$ cat src/rtl/adder_seq_pkg.sv
// Shared constants and state encoding for the slice-serial adder/subtractor.
package adder_seq_pkg;
    localparam int SLICE_W = 16;

    typedef enum logic [1:0] {
        IDLE = 2'd0,
        ADD  = 2'd1,
        DONE = 2'd2
    } state_t;
endpackage

$ cat src/rtl/adder_sequencer_adder16_ci.sv
// One 16-bit adder slice with carry-in and carry-out.
module adder16_ci
    import adder_seq_pkg::*;
(
    input  logic [SLICE_W-1:0] a,
    input  logic [SLICE_W-1:0] b,
    input  logic               ci,
    output logic [SLICE_W-1:0] s,
    output logic               co
);
    logic [SLICE_W:0] full;

    assign full = {1'b0, a} + {1'b0, b} + {{SLICE_W{1'b0}}, ci};
    assign s    = full[SLICE_W-1:0];
    assign co   = full[SLICE_W];
endmodule

$ cat src/rtl/adder_sequencer.sv
// Slice-serial W-bit add/subtract: one 16-bit slice per cycle through a shared adder.
// Optional signed-overflow output V is enabled by defining ADDER_SEQ_OVF_EN.
module adder_sequencer
    import adder_seq_pkg::*;
#(
    parameter int SLICES = 4
) (
    input  logic                      Clk,
    input  logic                      Reset,
    input  logic                      Run,
    input  logic                      Sub,
    input  logic [SLICE_W*SLICES-1:0] A,
    input  logic [SLICE_W*SLICES-1:0] B,
    output logic [SLICE_W*SLICES-1:0] Sum,
    output logic                      CO,
    output logic                      Done
`ifdef ADDER_SEQ_OVF_EN
    ,
    output logic                      V
`endif
);
    localparam int W     = SLICE_W * SLICES;
    localparam int IDX_W = (SLICES > 1) ? $clog2(SLICES) : 1;
    localparam logic [IDX_W-1:0] LAST = IDX_W'(SLICES - 1);

    state_t             state, next_state;
    logic [IDX_W-1:0]   idx;
    logic               carry;
    logic               sub_q;
    logic [W-1:0]       a_q, b_q, sum_q;
    logic               co_q;

    logic [SLICE_W-1:0] a_sl, b_sl, s_sl;
    logic               c_sl;

    // Subtraction is A + ~B + 1; the +1 enters as the initial carry.
    assign a_sl = a_q[SLICE_W*idx +: SLICE_W];
    assign b_sl = b_q[SLICE_W*idx +: SLICE_W] ^ {SLICE_W{sub_q}};

    adder16_ci u_slice (
        .a  (a_sl),
        .b  (b_sl),
        .ci (carry),
        .s  (s_sl),
        .co (c_sl)
    );

    always_comb begin
        next_state = state;
        case (state)
            IDLE:    if (Run) next_state = ADD;
            ADD:     if (idx == LAST) next_state = DONE;
            DONE:    if (!Run) next_state = IDLE;
            default: next_state = IDLE;
        endcase
    end

`ifdef ADDER_SEQ_OVF_EN
    logic v_q;
    // Same-sign effective operands producing a different-sign result.
    wire  ovf = (a_sl[SLICE_W-1] == b_sl[SLICE_W-1]) && (s_sl[SLICE_W-1] != a_sl[SLICE_W-1]);

    always_ff @(posedge Clk) begin
        if (!Reset)
            v_q <= 1'b0;
        else if (state == IDLE && Run)
            v_q <= 1'b0;
        else if (state == ADD && idx == LAST)
            v_q <= ovf;
    end

    assign V = v_q;
`endif

    always_ff @(posedge Clk) begin
        if (!Reset) begin
            state <= IDLE;
            idx   <= '0;
            carry <= 1'b0;
            sub_q <= 1'b0;
            a_q   <= '0;
            b_q   <= '0;
            sum_q <= '0;
            co_q  <= 1'b0;
        end else begin
            state <= next_state;
            case (state)
                IDLE: if (Run) begin
                    a_q   <= A;
                    b_q   <= B;
                    sub_q <= Sub;
                    sum_q <= '0;
                    co_q  <= 1'b0;
                    idx   <= '0;
                    carry <= Sub;
                end
                ADD: begin
                    sum_q[SLICE_W*idx +: SLICE_W] <= s_sl;
                    carry <= c_sl;
                    idx   <= idx + 1'b1;
                    if (idx == LAST) co_q <= c_sl;
                end
                default: ;
            endcase
        end
    end

    assign Sum  = sum_q;
    assign CO   = co_q;
    assign Done = (state == DONE);
endmodule

$ cat config.mk
export PLATFORM = sky130hd
export DESIGN_NAME = adder_sequencer
export DESIGN_NICKNAME = d
export VERILOG_FILES = /design/src/rtl/adder_seq_pkg.sv /design/src/rtl/adder_sequencer_adder16_ci.sv /design/src/rtl/adder_sequencer.sv
export SDC_FILE = /design/constraint.sdc
export NUM_CORES = 1
export LEC_CHECK = 0
export ABC_AREA = 1
export CORE_MARGIN = 2
export CORE_UTILIZATION = 38
export CTS_CLUSTER_DIAMETER = 80
export DETAILED_ROUTE_END_ITERATION = 10
export RECOVER_POWER = 100
export SYNTH_ARGS = -nofsm -noshare
export SYNTH_HDL_FRONTEND = slang
export SYNTH_SLANG_ARGS = --single-unit
export TNS_END_PERCENT = 30
$ cat constraint.sdc
create_clock -name Clk -period 3.6 [get_ports Clk]
set_clock_uncertainty 0.05 [all_clocks]
set_input_delay 0.36 -clock Clk [delete_from_list [all_inputs] [get_ports Clk]]
set_output_delay 0.36 -clock Clk [all_outputs]
set_load 0.01 [all_outputs]
==> results of run 1 <==
==> flip-flops by register name, indices dropped and copies added, names as in the netlist <==
name   flops
a_q       64
idx        2
carry      1
b_q       64
state      2
sub_q      1
CO         1
Sum       64
==> cells in the final DEF (no fill, tap or decap), types with 3 or more instances in the layout <==
master           instances
a21oi_1                 86
buf_4                    9
clkbuf_16               17
clkdlybuf4s50_1        130
clkinv_2                 3
dfxtp_1                198
dlygate4sd3_1           66
ha_1                    19
inv_1                   57
inv_2                    5
inv_6                    4
nand2_1                196
nand3_1                 29
nand4_1                 19
nor2_1                 331
nor2_2                   3
nor3_1                   5
o21ai_0                189
o21ai_2                  3
o22ai_1                 29
xor2_1                  21
==> cell usage after synthesis, types with 4 or more instances <==
cell	number
o21ai_0	189
nand4_1	19
clkbuf_1	47
nand2_1	196
nor2_1	330
buf_4	5
dfxtp_1	199
nand3_1	29
inv_2	6
nor2_2	4
o22ai_1	29
buf_1	6
buf_2	23
nor3_1	5
inv_1	56
buf_6	4
xor2_1	21
ha_1	19
a21oi_1	86
==> per-layer routing <==
layer | wire [um] | track usage | vias up | share of wire
li1 | - | - | 4501 | -
met1 | 12900 | 0.297 | 3984 | 0.45
met2 | 13200 | 0.377 | 270 | 0.47
met3 | 1660 | 0.0400 | 38 | 0.059
met4 | 635 | 0.0751 | 0 | 0.022
met5 | 0 | 0 | - | 0
==> where the power goes <==
part | internal, uW | switching [uW] | total [uW] | leakage (uW)
Sequential | 2350 | 92.7 | 2440 | 0.00164
Combinational | 511 | 852 | 1360 | 0.00305
Clock | 975 | 903 | 1880 | 0.000278
==> cell families (layout without fill, tap and decap cells) <==
kind of cell / count (synthesis) / count (layout)
AO/OA/AOI/OAI: 311 / 311
flip-flops: 199 / 199
buffers and inverters: 148 / 305
adder cells (fa/ha/maj): 21 / 21
XOR/XNOR: 23 / 23
AND/OR/NAND/NOR: 589 / 589
==> worst min path at each step <==
stage | endpoint | slack (ns) | cells after the start
finish | Sum[0]$_SDFFE_PN0P_ | 0.41 | 2
floorplan | b_q[32]$_SDFFE_PN0P_ | 0.40 | 2
CTS | a_q[30]$_SDFFE_PN0P_ | 0.35 | 3
detailed placement | Sum[0]$_SDFFE_PN0P_ | 0.40 | 2
global route | Sum[0]$_SDFFE_PN0P_ | 0.42 | 2
global placement | Sum[0]$_SDFFE_PN0P_ | 0.40 | 2
==> stage by stage <==
stage                      util  setup WS, ns  total power (uW)  hold WS, ns  instance area [sq um]
after global placement    0.477         0.312              3830        0.402                  11200
after CTS                 0.501         0.265              5710        0.351                  11800
after detailed placement  0.477         0.263              3850        0.403                  11200
after floorplan               -         0.713              3340        0.399                   9080
final                     0.500         0.293              5680        0.409                  11700
after global routing      0.500        0.0241              5970        0.425                  11700
==> worst max-delay path, delay by kind of cell, from the launching register on <==
family                   cells  cell delay (ns)
AO/OA/AOI/OAI                4             0.61
XOR/XNOR                     2             0.65
adder cells (fa/ha/maj)      1             0.36
buffers and inverters        2             0.47
flip-flops                   1             0.34
AND/OR/NAND/NOR              6             0.70
==> cell type report <==
cell class | instances | area [sq um]
fillers | 2389 | 11700
multi-input cells | 944 | 4460
flip-flops and latches | 199 | 3990
repair buffers | 210 | 2080
clock buffers | 18 | 429
well taps | 319 | 399
inverters | 63 | 239
clock inverters | 14 | 143
==> flow_summary.yaml, run 1 <==
setup_path:
  worstReg2RegEnd: "Sum[23]$_SDFFE_PN0P_"
  startpoint_type: "flip-flop"
  crit_start: "idx[0]$_SDFFE_PN0P_"
  end_kind: "flip-flop"
  cpMostUsedCell: "nand2_1"
  r2r_start: "idx[0]$_SDFFE_PN0P_"
  endpoint: "Sum[23]$_SDFFE_PN0P_"
  slowest_delay_ns: 0.41
  required_ns: 3.89
  arrival_ns: 3.60
  crit_slowest_cell: "xor2_1"
  cp_cell_sequence: "inv_2 -> buf_12 -> o21ai_0 -> o22ai_1 -> xor2_1 -> ha_1 -> a21oi_1 -> nand2_1 -> nand2_1 -> nand2_1 -> xor2_1 -> nand2_1 -> nor2_1 -> nand2_1 -> a21oi_1"
  critical_path_peak_fanout: 33
  worst_r2r_path_depth: 15
  reg2reg_slack_ns: 0.29
  critPathKind: "reg2reg"
floorplan:
  dieArea_sq_um: 25100
  die_h_um: 159
  io_pins: 198
  row_count: 56
  initial_core_util: 0.387
  die_w_um: 159
  core_area_sq_um: 23500
clock_tree:
  clk_pin_slew_ns: 0.07
  cts_buffers: 17
  cts_setup_buffers: 0
  ctsResizeCount: 0
  cts_sinks: 199
  tritoncts: "built"
  holdBufCountCts: 0
  insertion_delay_ns: 0.45
  cts_htree_levels: 4
  clockBufferDepth: 2
  root_buffer: "clkbuf_16"
yosys:
  syn-num-nets: 1444
  ys.flop_type: "dfxtp_1"
  synth_area_per_cell_sq_um: 7.03
  yosysSeqAreaShare: 0.439
  synth.largest_area_cell: "dfxtp_1"
  synthSimpleGateAreaFrac: 0.260
  synth_top_family_by_area: "simple AND/OR/NAND/NOR gates"
  synth.top_cell.area_share: 0.439
  synthCells: 1291
  synth-seq-cells: 199
  yosys-top-cells-area: "dfxtp_1 44%, nor2_1 14%, o21ai_0 10%"
  synth_adder_area_share: 0.0306
  ys_types: 30
  async_flop_share: 0
  synth-xor-area-share: 0.0222
  synthMuxAreaShare: 0
  synth_compound_area_frac: 0.179
  mappedNetlistArea_sq_um: 9080
  synth_edf_count: 0
  yosysWarnings: 0
hold_path:
  hold_class: "reg2reg"
  min_from: "Sum[0]$_SDFFE_PN0P_"
power_and_ir_drop:
  power_density_nw_per_um2: 484
  ir_drop_v: 0.000298
  p_leak_uw: 0.00496
layout:
  antennaDiodeCount: 0
  nNetsFinal: 1588
  fin_cells: 1767
  syn_to_final_growth_pct: 29.3
  layout-drive-gt1-share: 0.0435
place:
  gp_congestion: 0.919
  io_buffers: 197
  dp_hpwl_um: 21000
  dp_cells: 1735
routing:
  drtIter0Drc: 579
  firstDrtPassIters: 8
  wl_per_cell_um: 16.1
  drc: 0
  num_vias: 8793
  ant_nets: 0
  viasPerCell: 4.98
  totalWireLength_um: 28400
grt:
  grt_pass1_vias: 8221
  grt_pass1_wl_um: 43700
  grt-ovfl-total: 0
  antenna_found_initial: 0
  grt_max_degree: 129
  gr-usage-all-layers: 0.226
timing:
  finalWorstPathRequiredPeriod_ns: 3.31
  setup_tns_ns: 0
  finalSetupViolations: 0
  rsz0062_at_grt: "false"
  drv_slew: 189
  fmax_ghz: 0.302
  max_slew_margin: -0.716
  worst_pin_slew_ns: 2.57
  finalHoldViolCount: 0
  timing.final.crit_share: 0.919
job:
  drv_cap: 2
status:
  outcome: "finished with violations"
  failed_checks: "max-capacitance violations, max-slew violations"
Note: power is estimated with default switching activity, not from simulation.
==> run 2, diff against run 1 <==
CORE_MARGIN = 1.5   (was 2)
clock period = 3.5 ns   (was 3.6 ns; I/O delays follow)
==> run 2 against run 1 <==
Against the previous run:
- the flow still finishes with violations (max-capacitance violations, max-slew violations)
- count of clock-buffer cells in the layout unchanged
- non-clock buffer count is the same
- maximum frequency up 5.6%
- sequential share of layout area decreased by 0.12 points
- global-route usage up 0.52 points
- via count is essentially flat
- die area fell by 1.3%
- wire length shrank 0.85%
- sequential power rose by 3%
- critical path type unchanged
- largest power group unchanged
- highest routed layer unchanged
==> flow_summary.yaml, run 2 (same netlist as run 1, synthesis figures left out) <==
power_and_ir_drop:
  ir_drop_v: 0.000321
  power_density_nw_per_um2: 497
  p_leak_uw: 0.00497
grt:
  grt_pass1_vias: 8203
  grt-ovfl-total: 0
  gr-usage-all-layers: 0.232
  antenna_found_initial: 0
  grt_max_degree: 130
  grt_pass1_wl_um: 44000
clock_tree:
  cts_buffers: 17
  clockBufferDepth: 2
  clk_pin_slew_ns: 0.07
  insertion_delay_ns: 0.45
  cts_htree_levels: 4
  ctsResizeCount: 0
  root_buffer: "clkbuf_16"
  tritoncts: "built"
  holdBufCountCts: 0
  cts_setup_buffers: 0
  cts_sinks: 199
status:
  outcome: "finished with violations"
  failed_checks: "max-capacitance violations, max-slew violations"
place:
  dp_cells: 1735
  dp_hpwl_um: 20500
  place_area_sq_um: 11200
  gp_congestion: 0.891
  io_buffers: 197
layout:
  nNetsFinal: 1588
  final_cell_mix: "331 x nor2_1, 198 x dfxtp_1, 197 x nand2_1, 189 x o21ai_0, 130 x clkdlybuf4s50_1"
  fin_area_sq_um: 11800
  fin_cells: 1767
  layout-drive-gt1-share: 0.0442
  syn_to_final_growth_pct: 29.7
  multiInputGateArea_sq_um: 4450
  nFillCells: 2373
  antennaDiodeCount: 0
  register_area_sq_um: 3990
  layout_commonest_cell: "nor2_1"
routing:
  wl_per_cell_um: 15.9
  num_vias: 8796
  totalWireLength_um: 28100
  drtIter0Drc: 679
  ant_nets: 0
  firstDrtPassIters: 6
  drc: 0
  viasPerCell: 4.98
floorplan:
  die_w_um: 158
  dieArea_sq_um: 24800
  initial_core_util: 0.387
  io_pins: 198
  row_count: 56
  core_area_sq_um: 23500
  die_h_um: 158
timing:
  hold_slack_ns: 0.412
  worst_pin_slew_ns: 1.56
  max_slew_margin: -0.0394
  drv_slew: 58
  fmax_ghz: 0.319
  timing.final.crit_share: 0.895
  finalHoldViolCount: 0
  setup_tns_ns: 0
  rsz0062_at_grt: "false"
  finalSetupViolations: 0
  finalWorstPathRequiredPeriod_ns: 3.13
setup_path:
  startpoint_type: "flip-flop"
  cp_cell_sequence: "inv_2 -> buf_12 -> nand2_1 -> a32o_1 -> fa_1 -> fa_1 -> inv_1 -> nand3_1 -> nand3_1 -> xor2_1 -> nand2_1 -> nor2_1 -> nand2_1 -> a21oi_1"
  required_ns: 3.81
  crit_slowest_cell: "fa_1"
  cpMostUsedCell: "nand2_1"
  slowest_delay_ns: 0.43
  arrival_ns: 3.44
  end_kind: "flip-flop"
  critical_path_peak_fanout: 32
  critPathKind: "reg2reg"
hold_path:
  hold_class: "reg2reg"
job:
  drv_cap: 1
[run 2: changes by cell type in the layout (fill, tap and decap cells not counted)]
cell | previous run | this run
buf_4 | 9 | 10
inv_6 | 4 | 5
nand2_1 | 196 | 197
buf_2 | 0 | 1
bufinv_16 | 1 | 0
clkbuf_1 | 2 | 0
nor3_4 | 0 | 1
clkbuf_2 | 2 | 0
clkbuf_8 | 0 | 1
clkinv_2 | 3 | 0
clkinv_8 | 1 | 4
buf_12 | 2 | 3
nand2_4 | 1 | 0
nor3_2 | 1 | 0
[run 2: layout make-up]
class / count / area share
clock buffers: 18 / 0.0373
clock inverters: 14 / 0.0132
inverters: 63 / 0.0203
multi-input cells: 944 / 0.378
flip-flops and latches: 199 / 0.338
well taps: 319 / 0.0339
repair buffers: 210 / 0.179
[run 2: per-layer routing]
layer | track usage | vias up | share of wire
li1 | - | 4499 | -
met1 | 0.307 | 3985 | 0.46
met2 | 0.378 | 273 | 0.46
met3 | 0.0369 | 39 | 0.056
met4 | 0.0863 | 0 | 0.027
met5 | 0 | - | 0
[run 2: final timing paths]
check	end	cells after the start	slack (ns)	start
setup / recovery	Sum[20]$_SDFFE_PN0P_	14	0.37	idx[0]$_SDFFE_PN0P_
hold / removal	Sum[2]$_SDFFE_PN0P_	2	0.41	Sum[2]$_SDFFE_PN0P_
setup reg to reg	Sum[20]$_SDFFE_PN0P_	14	0.37	idx[0]$_SDFFE_PN0P_
hold reg to reg	Sum[2]$_SDFFE_PN0P_	2	0.41	Sum[2]$_SDFFE_PN0P_
[run 2: where the power goes]
group	total, uW	internal (uW)	leakage [uW]	switching (uW)
Sequential	2510	2420	0.00164	93.6
Clock	1960	975	0.000283	982
Combinational	1390	513	0.00305	873
Total	5850	3900	0.00497	1950
[run 2: through the flow]
step / util / total power [uW] / worst slack (ns)
finish: 0.502 / 5850 / 0.369
CTS: 0.502 / 5890 / 0.343
detailed placement: 0.477 / 3950 / 0.378
floorplan: - / 3430 / 0.613
global placement: 0.477 / 3940 / 0.487
global route: 0.502 / 6160 / 0.0889
[run 2: worst max-delay path: cells and delay by family, from the launching register on]
kind | cells | cell delay, ns
AOI/OAI and AO/OA | 2 | 0.38
and+or+nand+nor | 6 | 0.56
adders and majority gates | 2 | 0.84
xor gates and xnor gates | 1 | 0.27
DFF | 1 | 0.34
buffers and inverters | 3 | 0.58
